File: src/rtl/button_pulser.sv
// Push-button conditioner: synchronizer, debounce FSM, single-cycle press strobe.
// Define BTN_LONG_PRESS_EN to build the long-hold strobe; otherwise long_press is tied to 0.
module button_pulser #(
   parameter int unsigned SYNC_STAGES     = 2,
   parameter int unsigned DEBOUNCE_CYCLES = 100000,
   parameter int unsigned CNT_W           = 17,
   parameter int unsigned LONG_CYCLES     = 10000000,
   parameter int unsigned LONG_W          = 24
) (
   input  logic clk,
   input  logic rst,
   input  logic btn_raw,
   input  logic lockout,
   output logic button,
   output logic btn_level,
   output logic long_press
);

   // Elaboration-time sanity checks on the configuration.
   if (SYNC_STAGES < 2) begin : g_bad_sync
      $error("button_pulser: SYNC_STAGES must be at least 2");
   end
   if (DEBOUNCE_CYCLES < 1 ||
       (longint'(DEBOUNCE_CYCLES) - 1) >= (longint'(1) << CNT_W)) begin : g_bad_debounce
      $error("button_pulser: DEBOUNCE_CYCLES must be >= 1 and fit CNT_W");
   end
   if (LONG_CYCLES < 1 ||
       (longint'(LONG_CYCLES) - 1) >= (longint'(1) << LONG_W)) begin : g_bad_long
      $error("button_pulser: LONG_CYCLES must be >= 1 and fit LONG_W");
   end

   typedef enum logic [1:0] {
      StIdle,
      StPressWait,
      StPressed,
      StReleaseWait
   } state_e;

   localparam logic [CNT_W-1:0] CntMax = CNT_W'(DEBOUNCE_CYCLES - 1);

   logic [SYNC_STAGES-1:0] sync_q;
   logic                   s;
   state_e                 state_q, state_d;
   logic [CNT_W-1:0]       cnt_q, cnt_d;
   logic                   press_accept;
   logic                   button_q;
   logic                   level_q;

   always_ff @(posedge clk or posedge rst) begin
      if (rst) begin
         sync_q <= '0;
      end else begin
         sync_q <= {sync_q[SYNC_STAGES-2:0], btn_raw};
      end
   end

   assign s = sync_q[SYNC_STAGES-1];

   always_comb begin
      state_d      = state_q;
      cnt_d        = cnt_q;
      press_accept = 1'b0;
      unique case (state_q)
         StIdle: begin
            if (s) begin
               state_d = StPressWait;
               cnt_d   = '0;
            end
         end
         StPressWait: begin
            if (!s) begin
               state_d = StIdle;
               cnt_d   = '0;
            end else if (cnt_q == CntMax) begin
               state_d      = StPressed;
               cnt_d        = '0;
               press_accept = 1'b1;
            end else begin
               cnt_d = cnt_q + CNT_W'(1);
            end
         end
         StPressed: begin
            if (!s) begin
               state_d = StReleaseWait;
               cnt_d   = '0;
            end
         end
         StReleaseWait: begin
            // A bounce back to 1 resumes the press without a second strobe.
            if (s) begin
               state_d = StPressed;
               cnt_d   = '0;
            end else if (cnt_q == CntMax) begin
               state_d = StIdle;
               cnt_d   = '0;
            end else begin
               cnt_d = cnt_q + CNT_W'(1);
            end
         end
         default: begin
            state_d = StIdle;
            cnt_d   = '0;
         end
      endcase
   end

   always_ff @(posedge clk or posedge rst) begin
      if (rst) begin
         state_q  <= StIdle;
         cnt_q    <= '0;
         button_q <= 1'b0;
         level_q  <= 1'b0;
      end else begin
         state_q  <= state_d;
         cnt_q    <= cnt_d;
         button_q <= press_accept & ~lockout;
         level_q  <= (state_d == StPressed) || (state_d == StReleaseWait);
      end
   end

   assign button    = button_q;
   assign btn_level = level_q;

`ifdef BTN_LONG_PRESS_EN
   localparam logic [LONG_W-1:0] LongMax   = LONG_W'(LONG_CYCLES - 1);
   localparam logic [LONG_W-1:0] LongPre   = LONG_W'(LONG_CYCLES - 2);
   localparam bit                LongIsOne = (LONG_CYCLES == 1);

   logic [LONG_W-1:0] lcnt_q, lcnt_d;
   logic              lcnt_inc;
   logic              long_fire;
   logic              long_q;

   always_comb begin
      lcnt_d    = lcnt_q;
      lcnt_inc  = 1'b0;
      long_fire = 1'b0;
      if (state_d == StIdle) begin
         lcnt_d = '0;
      end else if (state_q == StPressed && lcnt_q != LongMax) begin
         lcnt_inc = 1'b1;
         lcnt_d   = lcnt_q + LONG_W'(1);
      end
      // With a one-cycle threshold the counter is already at its limit on PRESSED entry.
      if (LongIsOne) begin
         long_fire = press_accept;
      end else begin
         long_fire = lcnt_inc && (lcnt_q == LongPre);
      end
   end

   always_ff @(posedge clk or posedge rst) begin
      if (rst) begin
         lcnt_q <= '0;
         long_q <= 1'b0;
      end else begin
         lcnt_q <= lcnt_d;
         long_q <= long_fire & ~lockout;
      end
   end

   assign long_press = long_q;
`else
   assign long_press = 1'b0;
`endif

endmodule

File: config.mk
export PLATFORM = sky130hd
export DESIGN_NAME = button_pulser
export DESIGN_NICKNAME = d
export VERILOG_FILES = /design/src/rtl/button_pulser.sv
export SDC_FILE = /design/constraint.sdc
export NUM_CORES = 1
export LEC_CHECK = 0
export ABC_AREA = 1
export CORE_ASPECT_RATIO = 0.75
export CORE_MARGIN = 5
export CORE_UTILIZATION = 35
export DETAILED_ROUTE_END_ITERATION = 10
export PLACE_DENSITY = 0.64
export REMOVE_ABC_BUFFERS = 1
export SLEW_MARGIN = 0
export SYNTH_ARGS = -nofsm -noshare
export SYNTH_HDL_FRONTEND = slang
export SYNTH_SLANG_ARGS = --single-unit
File: constraint.sdc
create_clock -name clk -period 1.25 [get_ports clk]
set_input_delay 0.3125 -clock clk [delete_from_list [all_inputs] [get_ports clk]]
set_output_delay 0.3125 -clock clk [all_outputs]
set_load 0.01 [all_outputs]
# Yosys cells after proc, flatten, opt, wreduce, memory -nomap -nowiden
# Cells that the tools add are included.
[op_classes]
n_addsub = 1
n_eq_ne = 8
mux = 16
bitwise_logic = 2
reduce_logical = 3
[ops]
columns = ["cell", "n"]
rows = [
  ["17-bit 2-to-1 mux", 5],
  ["17-bit one-hot mux with 4 select lines", 1],
  ["17-bit by 1-bit adder with 17-bit output (second input constant)", 1],
  ["17-bit == test (second input constant)", 1],
  ["2-bit 2-to-1 mux", 6],
  ["2-bit == test (second input constant)", 4],
  ["2-bit one-hot mux with 4 select lines", 1],
  ["2-bit inequality test (second input constant)", 2],
  ["1-bit 2-to-1 mux", 3],
  ["2-bit by 1-bit == test with 1-bit output (second input constant)", 1],
  ["2-bit zero test", 1],
  ["2-bit AND reduction", 1],
  ["1-bit bitwise AND", 1],
  ["1-bit logical OR", 1],
  ["1-bit NOT", 1],
]
[totals]
register_bits = 23
in_bits = 4
out_inout_bits = 3

# Logic depth before layout (Yosys ltp)
[depth]
depth_word = 6
mapped_depth = 10
depth_no_buf = 10

# Least setup slack after synthesis
# No wires, ideal clock.
[synth_path]
kind = "register to register"
from = "reg cnt_q[0]"
to = "reg cnt_q[1]"
setup_ns = 0.116
arrival_ns = 1.187
t_required_ns = 1.134
setup_slack_ns = -0.053
stages_incl_launch_ff = 11
period_less_slack_ns = 1.303
cell_sequence = "dfrtp_1 ha_1 nand2_2 inv_1 nand2_2 nor2_4 nand2_2 nand2_4 inv_6 nand2_1 nand2_1"
[synth_via]
elab_chain_cells = 4
elab_cells_between_ends = 6
[synth_rtl]
columns = ["item", "line_no", "text"]
rows = [
  ["from (decl)", "44", "logic [CNT_W-1:0] cnt_q, cnt_d;"],
  ["from (signal assigned)", "115", "cnt_q <= cnt_d;"],
  ["17-bit by 1-bit adder with 17-bit output / 17-bit == test (equally long branches)", "--", ""],
  ["17-bit 2-to-1 mux (*)", "74, 93", ""],
  ["17-bit 2-to-1 mux, on equally long branches", "90, 71", ""],
  ["17-bit one-hot mux with 4 select lines (*)", "63", "unique case (state_q)"],
]
# Every way passes the cells marked *; elsewhere a longest branch is shown, timed or not.
# A chain may end at the register's enable or synchronous reset.

# Worst setup path after layout
# Ends and elaborated chain as after synthesis.

==> out/metrics.yaml <==
status: "finished, violations left"
violations: "negative setup slack"
diodes: 0
grt_max_degree: 23
synth_edf_count: 0
htree_levels: 1
fin_crit_sh_pct: 111.0
leakagePower_uw: 0.0008292
vias: 1132
routed_via_density: 4.388
track_usage_pct: 11.71
flow.area_growth_from_synthesis_pct: 25.19
cts_tree: "done"
cp-start-kind: "flip-flop"
worst_hold_path_type: "flip-flop to flip-flop"
comb_power_share_pct: 8.7
drv_cap: 0
start_util_pct: 36.67
postSynthCellCount: 179
hold_viol_final: 0
place.gp.congestion: 0.8282
setup_slack_ns: -0.1374
die_h_um: 63.81
clkTransAtPathRegs_ns: 0.08
rsz0062_at_grt: "yes"
worst_hold_slack_ns: 0.3472
cts-root-buf: "clkbuf_8"
ctsLongestPathBuffers: 2
vdd_drop_max_v: 0.0005199
worstPathArrival_ns: 1.53
drive_above_1_share_pct: 28.16
routed_wl_um: 2784
ys.flop_type: "dfrtp_1"
synthTopCellsByArea: "dfrtp_1 41%, nand2_1 17%, inv_1 6.1%"
final_antenna_net_count: 0
r2r_cells: 10
area.sequential_sq_um: 550.5
clk_latency_ns: 0.25
fin_crit_ns: 1.387
gr-total-overflow: 0
drc_errors: 0
fin_nets: 213
wire_per_inst_um: 10.79
synth_common_cells: "61 x nand2_1, 22 x dfrtp_1, 22 x inv_1"
ys_types: 29
cts_made_buffers: 3
io_pins: 7
io_buffer_count: 5
hpwl_um: 2126
num_rows: 19
syn-cell-area_sq_um: 1351
core_sq_um: 3685
required_ns: 1.39
cell_internal_pwr_uw: 983.3
swShare_pct: 21.88
fill_cells: 353
synth-seq-area-share_pct: 40.74
die_x_um: 81.75
critPathKind: "flip-flop to flip-flop"
end_kind: "flip-flop"
clkPwrFrac_pct: 33.4
multiInputGateArea_sq_um: 708.2
drt_iter0_drc: 68
fmax_mhz: 720.8
synth_top_area_share_pct: 40.74
power_uw: 1259
place_ws_ns: -0.1072
fin_util_pct: 45.91
cp_max_fo: 8
cts_sinks: 22
p_sw_uw: 275.3
yosysMostFrequentCell: "nand2_1"
powerDensity_nw_per_um2: 744.1
grt_pass1_wl_um: 4809
synthArstFlopShare_pct: 100.0
setup_violations: 18
synth_seq_cells: 22
avgSynthCellArea_sq_um: 7.549
finalMaxSlewViolations: 0
antenna_found_initial: 0
skew_ns: 0.005886
power_frac_seq_pct: 58.0
yosys_warnings: 0
synth_top_area_cell: "dfrtp_1"
dieArea_sq_um: 5216
holdPathStages: 0
first_pass_iters: 4
grt_pass1_vias: 1038
==> sequential cells by signal, summed over array words and instances, names as in the netlist <==
signal and flops:
cnt_q 17, button 1, sync_q 2, state_q 1, btn_level 1
==> worst max-delay path: stages (launching register included) <==
cell	delay, ns
dfrtp_1	0.36
ha_2	0.19
nand2_2	0.07
inv_2	0.08
nand2_4	0.05
nor2_4	0.13
nand2_4	0.08
nand2_4	0.15
inv_8	0.07
nand2_2	0.05
nand2_1	0.05
==> final cells by class <==
type / count / area share (%)
Clock buffer: 3 / 2.441
Multi-Input combinational cell: 128 / 41.86
Tap cell: 52 / 3.846
Inverter: 27 / 6.435
Timing Repair Buffer: 26 / 12.87
Sequential cell: 22 / 32.54
==> routing by layer <==
metal	up-vias	wire (um)	GRT usage [%]
met4	0	13	1.867
met5	-	0	0
met2	18	1141	16.03
met3	2	140	3.090
met1	498	1489	18.54
li1	614	-	-
==> stage by stage <==
stage	instance area [sq um]	instances	TNS, ns
final	1692	258	-1.614
after CTS	1662	257	-0.9763
after global routing	1692	258	-3.962
after global placement	1588	251	-0.7490
after detailed placement	1588	251	-1.049
after floorplan	1333	177	-0.4164
==> path summary, 6_finish.rpt <==
path | startpoint | endpoint | slack [ns]
setup / recovery | cnt_q[0] | cnt_q[1] | -0.14
max in group asynchronous | rst | cnt_q[3] | 0.74
hold / removal | sync_q[0] | sync_q[1] | 0.35
setup reg to reg | cnt_q[0] | cnt_q[1] | -0.14
hold reg to reg | sync_q[0] | sync_q[1] | 0.35
min in group asynchronous | rst | cnt_q[12] | 0.37
==> power by group through the flow <==
stage | registers [uW] | logic, uW | clock network, uW
after global placement | 742 | 98.7 | 0
after global routing | 731 | 122 | 472
after floorplan | 744 | 53.7 | 0
after CTS | 728 | 107 | 445
after detailed placement | 743 | 99.9 | 0
final | 729 | 109 | 420
==> cell families after synthesis <==
family	synth area share, %
AO/OA/AOI/OAI	5.925
buffers and inverters	9.260
multiplexers	0.7408
other	0.2775
adder cells (fa/ha/maj)	0.9258
XOR/XNOR	3.149
AND/OR/NAND/NOR	38.98
flip-flops	40.74
==> what timing repair did <==
item / CTS / global route
hold buffers: 0 / 0
setup endpoints to repair: 18 / 21
setup buffers: 3 / 1
pin swaps: 2 / 4
gates resized for setup: 10 / 8
==> placed cells by master, fill, tap and decap left out, types with 2 or more instances in the layout <==
master           count
nor2_4               3
nor2_1              13
o21bai_1             3
nand3_2              9
o21ai_1              2
nand2_1             58
clkbuf_8             3
buf_4               19
clkdlybuf4s50_1      3
nand2_4              3
nand2_2              6
xor2_1               2
o22ai_1              3
clkinv_1             2
nor2_2               3
inv_2                4
dfrtp_1             22
inv_1               20
nand3_1              7
nand4_1              5
o21ai_0              3
Note: power is estimated with default switching activity, not from simulation.
